**config.mk**
```make
export PLATFORM = sky130hd
export DESIGN_NAME = pwm_control_wait_timer
export DESIGN_NICKNAME = d
export VERILOG_FILES = /design/src/rtl/pwm_control_sysid_checker_wait_timer.sv
export SDC_FILE = /design/constraint.sdc
export NUM_CORES = 1
export LEC_CHECK = 0
export ABC_AREA = 1
export BUFFER_PORTS_ARGS = -buffer_cell sky130_fd_sc_hd__buf_2
export CAP_MARGIN = 10
export CORE_MARGIN = 1
export CORE_UTILIZATION = 40
export CTS_BUF_LIST = sky130_fd_sc_hd__clkbuf_8
export DETAILED_ROUTE_END_ITERATION = 6
export GPL_ROUTABILITY_DRIVEN = 1
export MAX_ROUTING_LAYER = met4
export SLEW_MARGIN = 15
export SYNTH_ARGS = -nofsm -noshare
export SYNTH_HDL_FRONTEND = slang
export SYNTH_SLANG_ARGS = --single-unit
```
**constraint.sdc**
```tcl
create_clock -name clock -period 3.1 [get_ports clock]
set_clock_uncertainty 0.05 [all_clocks]
set_input_delay 0.155 -clock clock [delete_from_list [all_inputs] [get_ports clock]]
set_output_delay 0.155 -clock clock [all_outputs]
set_load 0.05 [all_outputs]
```
**src/rtl/pwm_control_sysid_checker_wait_timer.sv**
```systemverilog
// pwm_control_wait_timer: saturating 16-bit stall counter; expired once it reaches TIMEOUT_CYCLES.
module pwm_control_wait_timer #(
    parameter int unsigned TIMEOUT_CYCLES = 255
) (
    input  logic clock,
    input  logic reset,
    input  logic clr,
    input  logic en,
    output logic expired
);
    logic [15:0] cnt_q, cnt_d;
    always_comb cnt_d = clr ? '0 : (en && cnt_q != '1) ? cnt_q + 16'd1 : cnt_q;
    always_ff @(posedge clock or posedge reset) begin
        if (reset) cnt_q <= '0;
        else       cnt_q <= cnt_d;
    end
    // A zero limit means "wait forever".
    assign expired = (TIMEOUT_CYCLES != 0) && (cnt_q == 16'(TIMEOUT_CYCLES));
endmodule

```
* Word level (Yosys, flattened, before mapping)
Cells that the tools add are included.
** Cells by class
- $add $sub $neg :: 1
- Mux-type cells :: 2
- Reductions and logical operators :: 2
- Equality and inequality tests :: 2
** Operators by type and width (number)
- 16-bit two-way mux :: 2
- 16-bit by 1-bit adder with 16-bit output (second input constant) :: 1
- 16-bit by 8-bit equality test with 1-bit output (second input constant) :: 1
- 16-bit inequality test (second input constant) :: 1
- 2-bit nonzero test :: 1
- 1-bit logical AND :: 1
** Word-level totals
- Input port bits :: 4
- Output and inout port bits :: 1
- Bits in registers :: 16

* Logic depth before layout (Yosys ltp)
Gate-level depths: netlist of the first run.
- Depth in word-level cells :: 4
- Mapped depth :: 10
- Gate-level depth less buffers :: 9

* Worst setup path after synthesis of the first run
Ideal clock, no wire load.
- Path type :: register to output
- Start :: register cnt_q[1]
- End :: output expired
- Data required time :: 2.895 ns
- Path slack :: 1.365 ns
- Path buffers :: 0
- Data arrival time :: 1.530 ns
- Cell stages (with the launch flop) :: 6
- Cells stage by stage :: dfrtp_1 > ha_1 > nand2_1 > nor2_2 > nand2_4 > nor2_1
** On the way
- Cells in the longest elaborated chain, start to end :: 1
** RTL lines
- start, declared :: RTL line 11 : logic [15:0] cnt_q, cnt_d;
- start signal, assigned :: RTL line 15 : else cnt_q <= cnt_d;
- 16-bit by 8-bit equality test with 1-bit output :: RTL line 18 : assign expired = (TIMEOUT_CYCLES != 0) && (cnt_q == 16'(TIMEOUT_CYCLES));
- end, declared :: RTL line 9 : output logic expired
Every way passes these cells.

* Worst setup path in the final report of the first run
- Start :: register cnt_q[1]
- End :: register cnt_q[3]
** On the way
- Cells in the longest elaborated chain, start to end :: 3
- Elaborated cells between the ends (all ways) :: 6
- Classes of those cells :: add/sub (1); eq/ne (1); mux (2); reduce/logical (2)
** RTL lines
- 16-bit by 1-bit adder with 16-bit output or 16-bit inequality test (tied branches) :: RTL line 12 : always_comb cnt_d = clr ? '0 : (en && cnt_q != '1) ? cnt_q + 16'd1 : cnt_q;
- 16-bit two-way mux or 1-bit logical AND (tied branches) :: RTL line 12
- 16-bit two-way mux or 2-bit nonzero test (tied branches)
Several ways; a longest one is shown, not always the timed one. The select of a mux whose other input is x is not followed.
A chain may end at the register's enable or synchronous reset.

==> impl_metrics.csv, run 1 <==
group,metric,value,unit
clock_network,h-tree-depth,1,
pwr,sw_frac_of_total,23.8,%
synth,synth_cell_types,25,
placement,total_of_buffers_placed_on_input_and_output_ports,4,
die,total_die_area,0.00282,mm²
die,core_box_area,0.00248,mm²
die,design.portCount,5,
worst_setup_path,worstPathArrival,2100,ps
worst_setup_path,category_of_the_most_critical_setup_path,"reg2reg",
cells_and_area,largest_register_ffs,16,
synth,netlist_instances,152,
worst_setup_path,critical_path.max_fanout,12,
synth,synth-warning-count,0,
placement,place_congestion,0.930,
detailed_routing,dr_total_vias,983,
synth,synth_top_cell_by_area,"sky130_fd_sc_hd__dfrtp_1",
pwr,power_per_cell_area,351,mW/mm²
placement,pre_cts_slack,1170,ps
cells_and_area,layout-area-overhead-vs-synth,8.49,%
cells_and_area,max_flop_register,"cnt_q",
worst_setup_path,crit-reg2reg-launch,"cnt_q[1]$_DFFE_PP0P_",
grt,globalRoute.totalOverflow,0,
timing,final.setup.worst_slack,1140,ps
clock_network,cts.path.max_buffers,2,
clock_network,cell_at_the_root_of_the_clock_tree,"sky130_fd_sc_hd__clkbuf_8",
timing,hold_fails_final_rpt,0,
die,die_x,53.1,µm
synth,post_synthesis_net_count,157,
cells_and_area,drive_above_1_share,10.2,%
timing,portion_of_the_clock_cycle_consumed_by_the_worst_path_in_the_final_layout,63.4,%
die,floorplan.die.height,53.1,µm
detailed_routing,drt_iter0_drc,27,
clock_network,cts.repair.resized,0,
synth,synth.area.top_cells,"sky130_fd_sc_hd__dfrtp_1 38%, sky130_fd_sc_hd__nand2_1 20%, sky130_fd_sc_hd__nor2_1 7.2%",
placement,dpl.hpwl,1680,µm
detailed_routing,totalWireLength,2360,µm
clock_network,cts.sinks,16,
pwr,power.internal,304,µW
clock_network,tritoncts,"done",
die,placement_rows,18,
synth,avgSynthCellArea,6.88,µm²
timing,timing.fmax,509,MHz
worst_setup_path,cp-start-kind,"flip-flop",
timing,slew-limit-headroom,46.6,%
worst_setup_path,cp_data_required_time,3240,ps
worst_setup_path,critPathCaptureType,"flip-flop",
cells_and_area,num_antenna_cells,0,
detailed_routing,wl_met1,1110,µm
synth,synth.yosys.seq_area_share,38.3,%
hold_path,hold_path_startpoint,"clr",
clock_network,clk_pin_slew,60,ps
flow_run,timing.max_cap.violations,0,
die,starting_density,42.2,%
detailed_routing,remaining_drc_errors,0,
status,outcome,"finished, final reports clean",
clock_network,clk-insertion-delay-late,250,ps
clock_network,post_cts_hold_buffer_count,1,
timing,finalCriticalPeriod,1960,ps
pwr,power.ir.vdd_worst,0.199,mV
cells_and_area,biggestRegsByFlops,"cnt_q: 16 flops",
detailed_routing,routed.top_layer,"met4",
worst_setup_path,timing.critical_path.from,"cnt_q[1]$_DFFE_PP0P_",
detailed_routing,viasPerCell,5.26,
detailed_routing,routedWlPerCell,12.6,µm
clock_network,cts_setup_buffers,0,
grt,largest_net_degree_at_the_start_of_global_routing,17,
clock_network,total_clock_buffers_created_by_cts,3,
pwr,power_frac_clock,40.3,%
timing,timing.final.max_slew_violations,0,
synth,postSynthRegisterBits,16,
timing,rsz0062_at_grt,"false",
pwr,power.share.combinational,6.3,%
timing,timing_worst_slew_pin_value,798,ps
pwr,switching_power,94.9,µW
timing,setup_viol,0,
grt,vias_in_the_first_global_route,894,
synth,synth_area,0.00105,mm²
timing,setup_tns,0,ps
grt,antenna_violations_before_repair,0,
timing,hold_ws,145,ps
synth,yosysTopAreaCellShare,38.3,%
cells_and_area,final_net_count,164,
detailed_routing,wl_met3,67,µm
grt,grt_pass1_wl,3850,µm
pwr,power.sequential.fraction,53.4,%
detailed_routing,ant_nets,0,
detailed_routing,met2_wire_length,1130,µm
pwr,lkg_pwr,0.558,nW
grt,grt_use_total,19.8,%
detailed_routing,firstDrtPassIters,4,
hold_path,min-delay-path-class,"in2reg",
cell families after synthesis:
family	count (synthesis)	share of synthesized area, %
AO/OA/AOI/OAI	9	5.14
XOR/XNOR	4	3.35
AND/OR/NAND/NOR	105	45.0
adder cells (fa/ha/maj)	1	1.20
flip-flops	16	38.3
buffers and inverters	17	7.06
placed cells by master (no fill, tap or decap):
master / count
sky130_fd_sc_hd__ha_1: 1
sky130_fd_sc_hd__nor2_1: 20
sky130_fd_sc_hd__nand2_2: 1
sky130_fd_sc_hd__nand3b_1: 1
sky130_fd_sc_hd__a21oi_1: 3
sky130_fd_sc_hd__o21ai_2: 1
sky130_fd_sc_hd__nor2_4: 2
sky130_fd_sc_hd__nand3_1: 12
sky130_fd_sc_hd__dlygate4sd3_1: 1
sky130_fd_sc_hd__dfrtp_1: 16
sky130_fd_sc_hd__xnor2_1: 1
sky130_fd_sc_hd__o21bai_1: 1
sky130_fd_sc_hd__or2_2: 1
sky130_fd_sc_hd__nor4_1: 2
sky130_fd_sc_hd__clkbuf_8: 3
sky130_fd_sc_hd__o211ai_1: 1
sky130_fd_sc_hd__nor2_2: 2
sky130_fd_sc_hd__xor2_1: 3
sky130_fd_sc_hd__nand2_1: 55
sky130_fd_sc_hd__clkinv_2: 1
sky130_fd_sc_hd__inv_1: 13
sky130_fd_sc_hd__nand2_4: 1
sky130_fd_sc_hd__buf_2: 4
sky130_fd_sc_hd__nand4_1: 8
sky130_fd_sc_hd__o21ai_0: 3
cells in the mapped netlist:
cell type                  number
sky130_fd_sc_hd__xor2_1         3
sky130_fd_sc_hd__xnor2_1        1
sky130_fd_sc_hd__nor4_1         2
sky130_fd_sc_hd__clkinv_2       1
sky130_fd_sc_hd__buf_2          1
sky130_fd_sc_hd__ha_1           1
sky130_fd_sc_hd__a21oi_1        3
sky130_fd_sc_hd__nor2_2         2
sky130_fd_sc_hd__o21ai_2        1
sky130_fd_sc_hd__or2_2          1
sky130_fd_sc_hd__buf_1          1
sky130_fd_sc_hd__o21bai_1       1
sky130_fd_sc_hd__nor2_1        20
sky130_fd_sc_hd__nand3b_1       1
sky130_fd_sc_hd__nand2_4        1
sky130_fd_sc_hd__nand3_1       12
sky130_fd_sc_hd__o211ai_1       1
sky130_fd_sc_hd__o21ai_0        3
sky130_fd_sc_hd__nand2_1       55
sky130_fd_sc_hd__inv_1         13
sky130_fd_sc_hd__nand4_1        8
sky130_fd_sc_hd__nand2_2        1
sky130_fd_sc_hd__dfrtp_1       16
sky130_fd_sc_hd__buf_6          1
sky130_fd_sc_hd__nor2_4         2
layer usage:
metal  track usage [%]  vias to the layer above
met4              11.0                        0
met5                 -                        -
li1                  -                      500
met3              2.59                        7
met2              30.0                       18
met1              25.3                      458
final timing paths:
check / end / slack (ps) / cells past startpoint
hold reg to reg: cnt_q[4]$_DFFE_PP0P_ / 480 / 2
setup reg to reg: cnt_q[3]$_DFFE_PP0P_ / 1140 / 8
setup / recovery: cnt_q[3]$_DFFE_PP0P_ / 1140 / 8
hold / removal: cnt_q[7]$_DFFE_PP0P_ / 150 / 4
max in group asynchronous: cnt_q[0]$_DFFE_PP0P_ / 2100 / 3
min in group asynchronous: cnt_q[9]$_DFFE_PP0P_ / 480 / 3
metrics by stage:
| step | cell area, µm² | total power [mW] | std cells | util [%] |
|---|---|---|---|---|
| floorplan | 1050 | 0.234 | 152 | - |
| global placement | 1080 | 0.240 | 183 | 43.7 |
| detailed placement | 1080 | 0.241 | 183 | 43.7 |
| CTS | 1130 | 0.404 | 187 | 45.8 |
| global route | 1130 | 0.413 | 187 | 45.8 |
| finish | 1130 | 0.399 | 187 | 45.8 |
power groups by stage:
stage                     clock (mW)  combinational, mW  sequential (mW)
after floorplan                    0             0.0182            0.216
after global placement             0             0.0237            0.216
after detailed placement           0             0.0245            0.216
after CTS                      0.166             0.0255            0.213
after global routing           0.172             0.0283            0.213
final                          0.160             0.0252            0.213
worst max-delay path, cell delays in order (launching register included):
cell                      delay (ps)
sky130_fd_sc_hd__dfrtp_1         410
sky130_fd_sc_hd__ha_1            220
sky130_fd_sc_hd__nand2_1         100
sky130_fd_sc_hd__nor2_2           70
sky130_fd_sc_hd__nand2_4         100
sky130_fd_sc_hd__nor2_4           50
sky130_fd_sc_hd__nor2_1          600
sky130_fd_sc_hd__nand4_1         180
sky130_fd_sc_hd__nand2_1         120
cell type report:
class,count,area (µm²)
Clock buffer,3,41.3
Fill cell,263,1340
Inverter,14,53.8
Multi-Input combinational cell,119,572
Sequential cell,16,400
Tap cell,30,37.5
Timing Repair Buffer,5,30.0
No activity file was read; power rests on OpenSTA's default activity.
==> run 2: changes to the inputs <==
==> constraint.sdc (replaced) <==
create_clock -name clock -period 1.7 [get_ports clock]
set_clock_uncertainty 0.05 [all_clocks]
set_input_delay 0.085 -clock clock [delete_from_list [all_inputs] [get_ports clock]]
set_output_delay 0.085 -clock clock [all_outputs]
set_load 0.05 [all_outputs]
==> run 2 against run 1 <==
Compared with the run above: worst hold slack got worse by 67 ps; fmax increased by 20%; largest power group unchanged; sequential power increased by 83%; highest routed layer unchanged; cell count increased by 16%; combinational power increased to 2.6 times the previous value; power increased by 100%; via count increased by 14%; final area increased by 27%; critical endpoint is now cnt_q[1]$_DFFE_PP0P_; die area unchanged.
==> impl_metrics.csv, run 2 (synthesized netlist as in run 1, its figures left out) <==
group,metric,value,unit
worst_setup_path,timing.critical_path.max_delay_family,"flip-flops",
pwr,power.share.combinational,8.2,%
worst_setup_path,crit_buf_inv,3,
clock_network,cts.sinks,16,
placement,detailed_place.area,0.00124,mm²
worst_setup_path,crit_path_cell_trace,"ha_4, nand2_4, nor2_4, nand2_4, nor2_4, buf_6, o21ai_4, buf_4, inv_4, nand2_1, nand2_1",
clock_network,clk-insertion-delay-late,250,ps
pwr,lkg_pwr,0.738,nW
timing,timing_worst_slew_pin_value,624,ps
detailed_routing,dr_total_vias,1120,
cells_and_area,biggestRegsByFlops,"cnt_q: 16 flops",
pwr,power.ir.vdd_worst,0.320,mV
grt,grt_pass1_wl,4490,µm
cells_and_area,largest_register_ffs,16,
cells_and_area,max_flop_register,"cnt_q",
detailed_routing,wl_met3,164,µm
grt,globalRoute.totalOverflow,0,
worst_setup_path,critPathCaptureType,"flip-flop",
timing,timing.final.max_slew_violations,0,
clock_network,clk_pin_slew,60,ps
die,core_box_area,0.00248,mm²
worst_setup_path,category_of_the_most_critical_setup_path,"reg2reg",
detailed_routing,totalWireLength,2800,µm
die,placement_rows,18,
detailed_routing,viasPerCell,5.16,
pwr,power_frac_clock,43.1,%
cells_and_area,drive_above_1_share,30.5,%
worst_setup_path,worstPathArrival,1730,ps
clock_network,total_clock_buffers_created_by_cts,3,
worst_setup_path,timing.critical_path.from,"cnt_q[1]$_DFFE_PP0P_",
detailed_routing,remaining_drc_errors,0,
die,starting_density,42.2,%
worst_setup_path,crit-reg2reg-launch,"cnt_q[1]$_DFFE_PP0P_",
timing,timing.fmax,611,MHz
hold_path,hold_path_startpoint,"clr",
pwr,power.internal,613,µW
cells_and_area,finish.instance_area,0.00144,mm²
placement,place_congestion,0.934,
grt,vias_in_the_first_global_route,1008,
status,outcome,"finished, final reports clean",
detailed_routing,wl_met1,1230,µm
clock_network,h-tree-depth,1,
grt,grt_use_total,22.7,%
worst_setup_path,cp-start-kind,"flip-flop",
pwr,sw_frac_of_total,23.2,%
hold_path,min-delay-path-class,"in2reg",
clock_network,tritoncts,"done",
flow_run,timing.max_cap.violations,0,
pwr,power_per_cell_area,553,mW/mm²
detailed_routing,firstDrtPassIters,4,
die,design.portCount,5,
detailed_routing,routed.top_layer,"met4",
pwr,switching_power,185,µW
timing,hold_fails_final_rpt,0,
worst_setup_path,crit_slowest_cell,"sky130_fd_sc_hd__dfrtp_1",
worst_setup_path,critical_path.max_fanout,6,
detailed_routing,ant_nets,0,
cells_and_area,num-fill-cells,233,
cells_and_area,num_antenna_cells,0,
cells_and_area,regArea,400,µm²
timing,setup_viol,0,
die,die_x,53.1,µm
cells_and_area,final_net_count,193,
timing,slew-limit-headroom,58.4,%
cells_and_area,mostFrequentLayoutCells,"47 x sky130_fd_sc_hd__nand2_1, 27 x sky130_fd_sc_hd__buf_4, 18 x sky130_fd_sc_hd__nor2_1",
worst_setup_path,critPathMaxStageDelay,410,ps
clock_network,cts.path.max_buffers,2,
pwr,power.sequential.fraction,48.8,%
detailed_routing,met2_wire_length,1360,µm
cells_and_area,multi_input_gate_area,637,µm²
cells_and_area,most_common_library_cell_in_the_layout_ignoring_fill_and_taps,"sky130_fd_sc_hd__nand2_1",
cells_and_area,layout-area-overhead-vs-synth,38.0,%
timing,hold_ws,78.3,ps
detailed_routing,routedWlPerCell,12.9,µm
grt,largest_net_degree_at_the_start_of_global_routing,17,
die,floorplan.die.height,53.1,µm
worst_setup_path,cp_data_required_time,1790,ps
placement,total_of_buffers_placed_on_input_and_output_ports,4,
timing,portion_of_the_clock_cycle_consumed_by_the_worst_path_in_the_final_layout,96.2,%
detailed_routing,drt_iter0_drc,42,
placement,dpl.hpwl,1930,µm
die,total_die_area,0.00282,mm²
clock_network,cell_at_the_root_of_the_clock_tree,"sky130_fd_sc_hd__clkbuf_8",
grt,antenna_violations_before_repair,0,
timing,finalCriticalPeriod,1640,ps
[run 2: routing by layer]
metal | vias up | GRT usage (%)
li1 | 554 | -
met5 | - | -
met1 | 523 | 29.6
met4 | 0 | 7.89
met3 | 6 | 3.45
met2 | 37 | 35.7
[run 2: path summary, 6_finish.rpt]
check	end	slack [ps]	cells past startpoint
worst max-delay path	cnt_q[1]$_DFFE_PP0P_	60	11
max in group asynchronous	cnt_q[2]$_DFFE_PP0P_	790	3
worst min-delay path	cnt_q[8]$_DFFE_PP0P_	80	4
worst max register to register	cnt_q[1]$_DFFE_PP0P_	60	11
min in group asynchronous	cnt_q[7]$_DFFE_PP0P_	400	3
worst min register to register	cnt_q[4]$_DFFE_PP0P_	510	2
[run 2: tightest hold or removal path, delay by kind of cell]
kind	cells	cell delay (ps)
and+or+nand+nor	3	150
buffers and inverters	1	110
[run 2: what timing repair did]
item,4_1_cts,5_1_grt
resized for setup,8,14
gates cloned,0,1
buffers inserted,2,5
pin swaps,2,9
endpoints found under the setup margin,15,17
hold endpoints to repair,16,0
hold buffers,1,0
[run 2: cell type report]
cell class | count | area share [%]
Clock buffer | 4 | 3.81
Multi-Input combinational cell | 119 | 44.1
Timing Repair Buffer | 33 | 17.3
Tap cell | 30 | 2.60
Timing Repair inverter | 1 | 0.433
Inverter | 14 | 3.99
Sequential cell | 16 | 27.7
[run 2: power by group through the flow]
stage	combinational, mW	sequential [mW]	clock (mW)
2_1_floorplan	0.0331	0.394	0
3_3_place_gp	0.0454	0.394	0
3_5_place_dp	0.0465	0.394	0
4_1_cts	0.0546	0.387	0.349
5_1_grt	0.0727	0.389	0.368
6_report	0.0651	0.389	0.344
[run 2: through the flow]
step / util, % / TNS (ps) / setup slack (ps) / std cells / power (mW)
after floorplan: - / 0 / 34.8 / 152 / 0.427
after global placement: 50.1 / -1200 / -108 / 204 / 0.439
after detailed placement: 50.1 / -2120 / -199 / 204 / 0.441
after CTS: 54.5 / 0 / 9.71 / 211 / 0.790
after global routing: 58.3 / -27.4 / -11.2 / 217 / 0.830
final: 58.3 / 0 / 64.0 / 217 / 0.798
==> run 3: changes to the inputs <==
--- a/config.mk
+++ b/config.mk
@@ -13,7 +13,6 @@
 export CTS_BUF_LIST = sky130_fd_sc_hd__clkbuf_8
 export DETAILED_ROUTE_END_ITERATION = 6
 export GPL_ROUTABILITY_DRIVEN = 1
-export MAX_ROUTING_LAYER = met4
 export SLEW_MARGIN = 15
 export SYNTH_ARGS = -nofsm -noshare
 export SYNTH_HDL_FRONTEND = slang
==> run 3 against run 2 <==
Compared with the run above: clock power rose by 2%; critical path depth fell by 1; clock-buffer cell count did not move; cell count did not move; largest power group unchanged.
==> impl_metrics.csv, run 3 (synthesized netlist as in run 1, its figures left out) <==
group,metric,value,unit
status,outcome,"finished, final reports clean",
worst_setup_path,cp_data_required_time,1800,ps
placement,place_congestion,0.918,
placement,pre_cts_slack,-182,ps
cells_and_area,num-fill-cells,215,
clock_network,clk-insertion-delay-late,250,ps
placement,total_of_buffers_placed_on_input_and_output_ports,4,
timing,timing.final.max_slew_violations,0,
grt,grt.busiest_layer,"met2",
timing,timing.fmax,601,MHz
clock_network,h-tree-depth,1,
worst_setup_path,critical_path.max_fanout,7,
cells_and_area,num_antenna_cells,0,
pwr,lkg_pwr,0.743,nW
cells_and_area,most_common_library_cell_in_the_layout_ignoring_fill_and_taps,"sky130_fd_sc_hd__nand2_1",
worst_setup_path,critPathCaptureType,"flip-flop",
grt,vias_in_the_first_global_route,1037,
detailed_routing,dr_total_vias,1096,
clock_network,total_clock_buffers_created_by_cts,3,
die,die_x,53.1,µm
detailed_routing,viasPerCell,5.05,
die,total_die_area,0.00282,mm²
cells_and_area,max_flop_register,"cnt_q",
detailed_routing,firstDrtPassIters,4,
grt,antenna_violations_before_repair,0,
worst_setup_path,cp-start-kind,"flip-flop",
die,placement_rows,18,
grt,largest_net_degree_at_the_start_of_global_routing,17,
die,starting_density,42.2,%
grt,globalRoute.totalOverflow,0,
flow_run,timing.max_cap.violations,0,
placement,dpl.hpwl,1900,µm
hold_path,min-delay-path-class,"in2reg",
timing,hold_fails_final_rpt,0,
detailed_routing,remaining_drc_errors,0,
detailed_routing,routedWlPerCell,12.6,µm
grt,grt_pass1_wl,4500,µm
pwr,power_per_cell_area,556,mW/mm²
timing,rsz0062_at_grt,"true",
die,floorplan.die.height,53.1,µm
grt,met2_grt_util,36.7,%
cells_and_area,regArea,400,µm²
pwr,power.ir.vdd_worst,0.399,mV
cells_and_area,mostFrequentLayoutCells,"48 x sky130_fd_sc_hd__nand2_1, 26 x sky130_fd_sc_hd__buf_4, 18 x sky130_fd_sc_hd__nor2_1",
timing,finalCriticalPeriod,1660,ps
worst_setup_path,category_of_the_most_critical_setup_path,"reg2reg",
placement,detailed_place.area,0.00125,mm²
cells_and_area,finish.instance_area,0.00145,mm²
timing,final.setup.worst_slack,36.8,ps
timing,portion_of_the_clock_cycle_consumed_by_the_worst_path_in_the_final_layout,97.8,%
detailed_routing,ant_nets,0,
cells_and_area,post_layout_nonfiller_instances,217,
grt,grt_use_total,22.5,%
cells_and_area,layout-area-overhead-vs-synth,38.4,%
cells_and_area,final_net_count,193,
clock_network,clk_pin_slew,70,ps
clock_network,cts.sinks,16,
clock_network,tritoncts,"done",
die,core_box_area,0.00248,mm²
placement,place_inst,205,
detailed_routing,drt_iter0_drc,39,
clock_network,cell_at_the_root_of_the_clock_tree,"sky130_fd_sc_hd__clkbuf_8",
cells_and_area,largest_register_ffs,16,
timing,slew-limit-headroom,59.2,%
cells_and_area,multi_input_gate_area,637,µm²
timing,timing_worst_slew_pin_value,612,ps
grt,grt_use_met1,28.8,%
die,design.portCount,5,
clock_network,cts.path.max_buffers,2,
cells_and_area,biggestRegsByFlops,"cnt_q: 16 flops",
worst_setup_path,worstPathArrival,1760,ps
cells_and_area,drive_above_1_share,31.0,%
grt,use_met3,2.59,%
timing,setup_viol,0,
detailed_routing,totalWireLength,2750,µm
==> run 3: area by class of cell <==
type | count | area share, %
Inverter | 14 | 3.98
Timing Repair Buffer | 33 | 17.5
Clock buffer | 4 | 3.80
Timing Repair inverter | 1 | 0.432
Multi-Input combinational cell | 119 | 44.0
Tap cell | 30 | 2.59
Sequential cell | 16 | 27.7
==> run 3: what timing repair did <==
| action | in CTS | in global routing |
|---|---|---|
| setup endpoints to repair | 15 | 17 |
| buffers inserted | 3 | 3 |
| cloned | 0 | 1 |
| hold endpoints to repair | 16 | 0 |
| resized for setup | 7 | 17 |
| hold buffers | 1 | 0 |
| pin swaps | 2 | 9 |
==> run 3: stage by stage <==
stage	hold slack (ps)	power, mW	setup TNS, ps	util, %
3_3_place_gp	140	0.442	-1170	50.4
4_1_cts	61.0	0.806	0	54.9
6_report	66.9	0.805	0	58.4
3_5_place_dp	149	0.443	-1710	50.4
5_1_grt	102	0.838	-172	58.4
2_1_floorplan	-51.3	0.427	0	-
==> run 3: path summary, 6_finish.rpt <==
path	startpoint	depth (start not counted)	slack, ps	end
max in group asynchronous	reset	3	810	cnt_q[4]$_DFFE_PP0P_
max	cnt_q[1]$_DFFE_PP0P_	10	40	cnt_q[3]$_DFFE_PP0P_
min	clr	4	70	cnt_q[8]$_DFFE_PP0P_
max reg2reg	cnt_q[1]$_DFFE_PP0P_	10	40	cnt_q[3]$_DFFE_PP0P_
min in group asynchronous	reset	3	390	cnt_q[7]$_DFFE_PP0P_
min reg2reg	cnt_q[4]$_DFFE_PP0P_	2	470	cnt_q[4]$_DFFE_PP0P_
==> run 3: critical path, stage by stage (launching register included) <==
cell                       delay [ps]
sky130_fd_sc_hd__dfrtp_1          390
sky130_fd_sc_hd__ha_2             210
sky130_fd_sc_hd__nand2_4           70
sky130_fd_sc_hd__nor2_4            40
sky130_fd_sc_hd__nand2_4           80
sky130_fd_sc_hd__nor2_4            40
sky130_fd_sc_hd__buf_6            110
sky130_fd_sc_hd__o21ai_4          260
sky130_fd_sc_hd__clkinv_4         160
sky130_fd_sc_hd__nand2_2           90
sky130_fd_sc_hd__nand2_1           50
==> run 3: layer usage <==
metal	up-vias	wire (µm)
met2	29	1300
met1	503	1260
met4	0	57
li1	559	-
met5	-	0
met3	5	124
==> run 3: where the power goes <==
group / switching [mW] / total [mW] / internal [mW]
Clock: 0.144 / 0.350 / 0.206
Combinational: 0.0440 / 0.0677 / 0.0237
Sequential: 0.00260 / 0.387 / 0.385
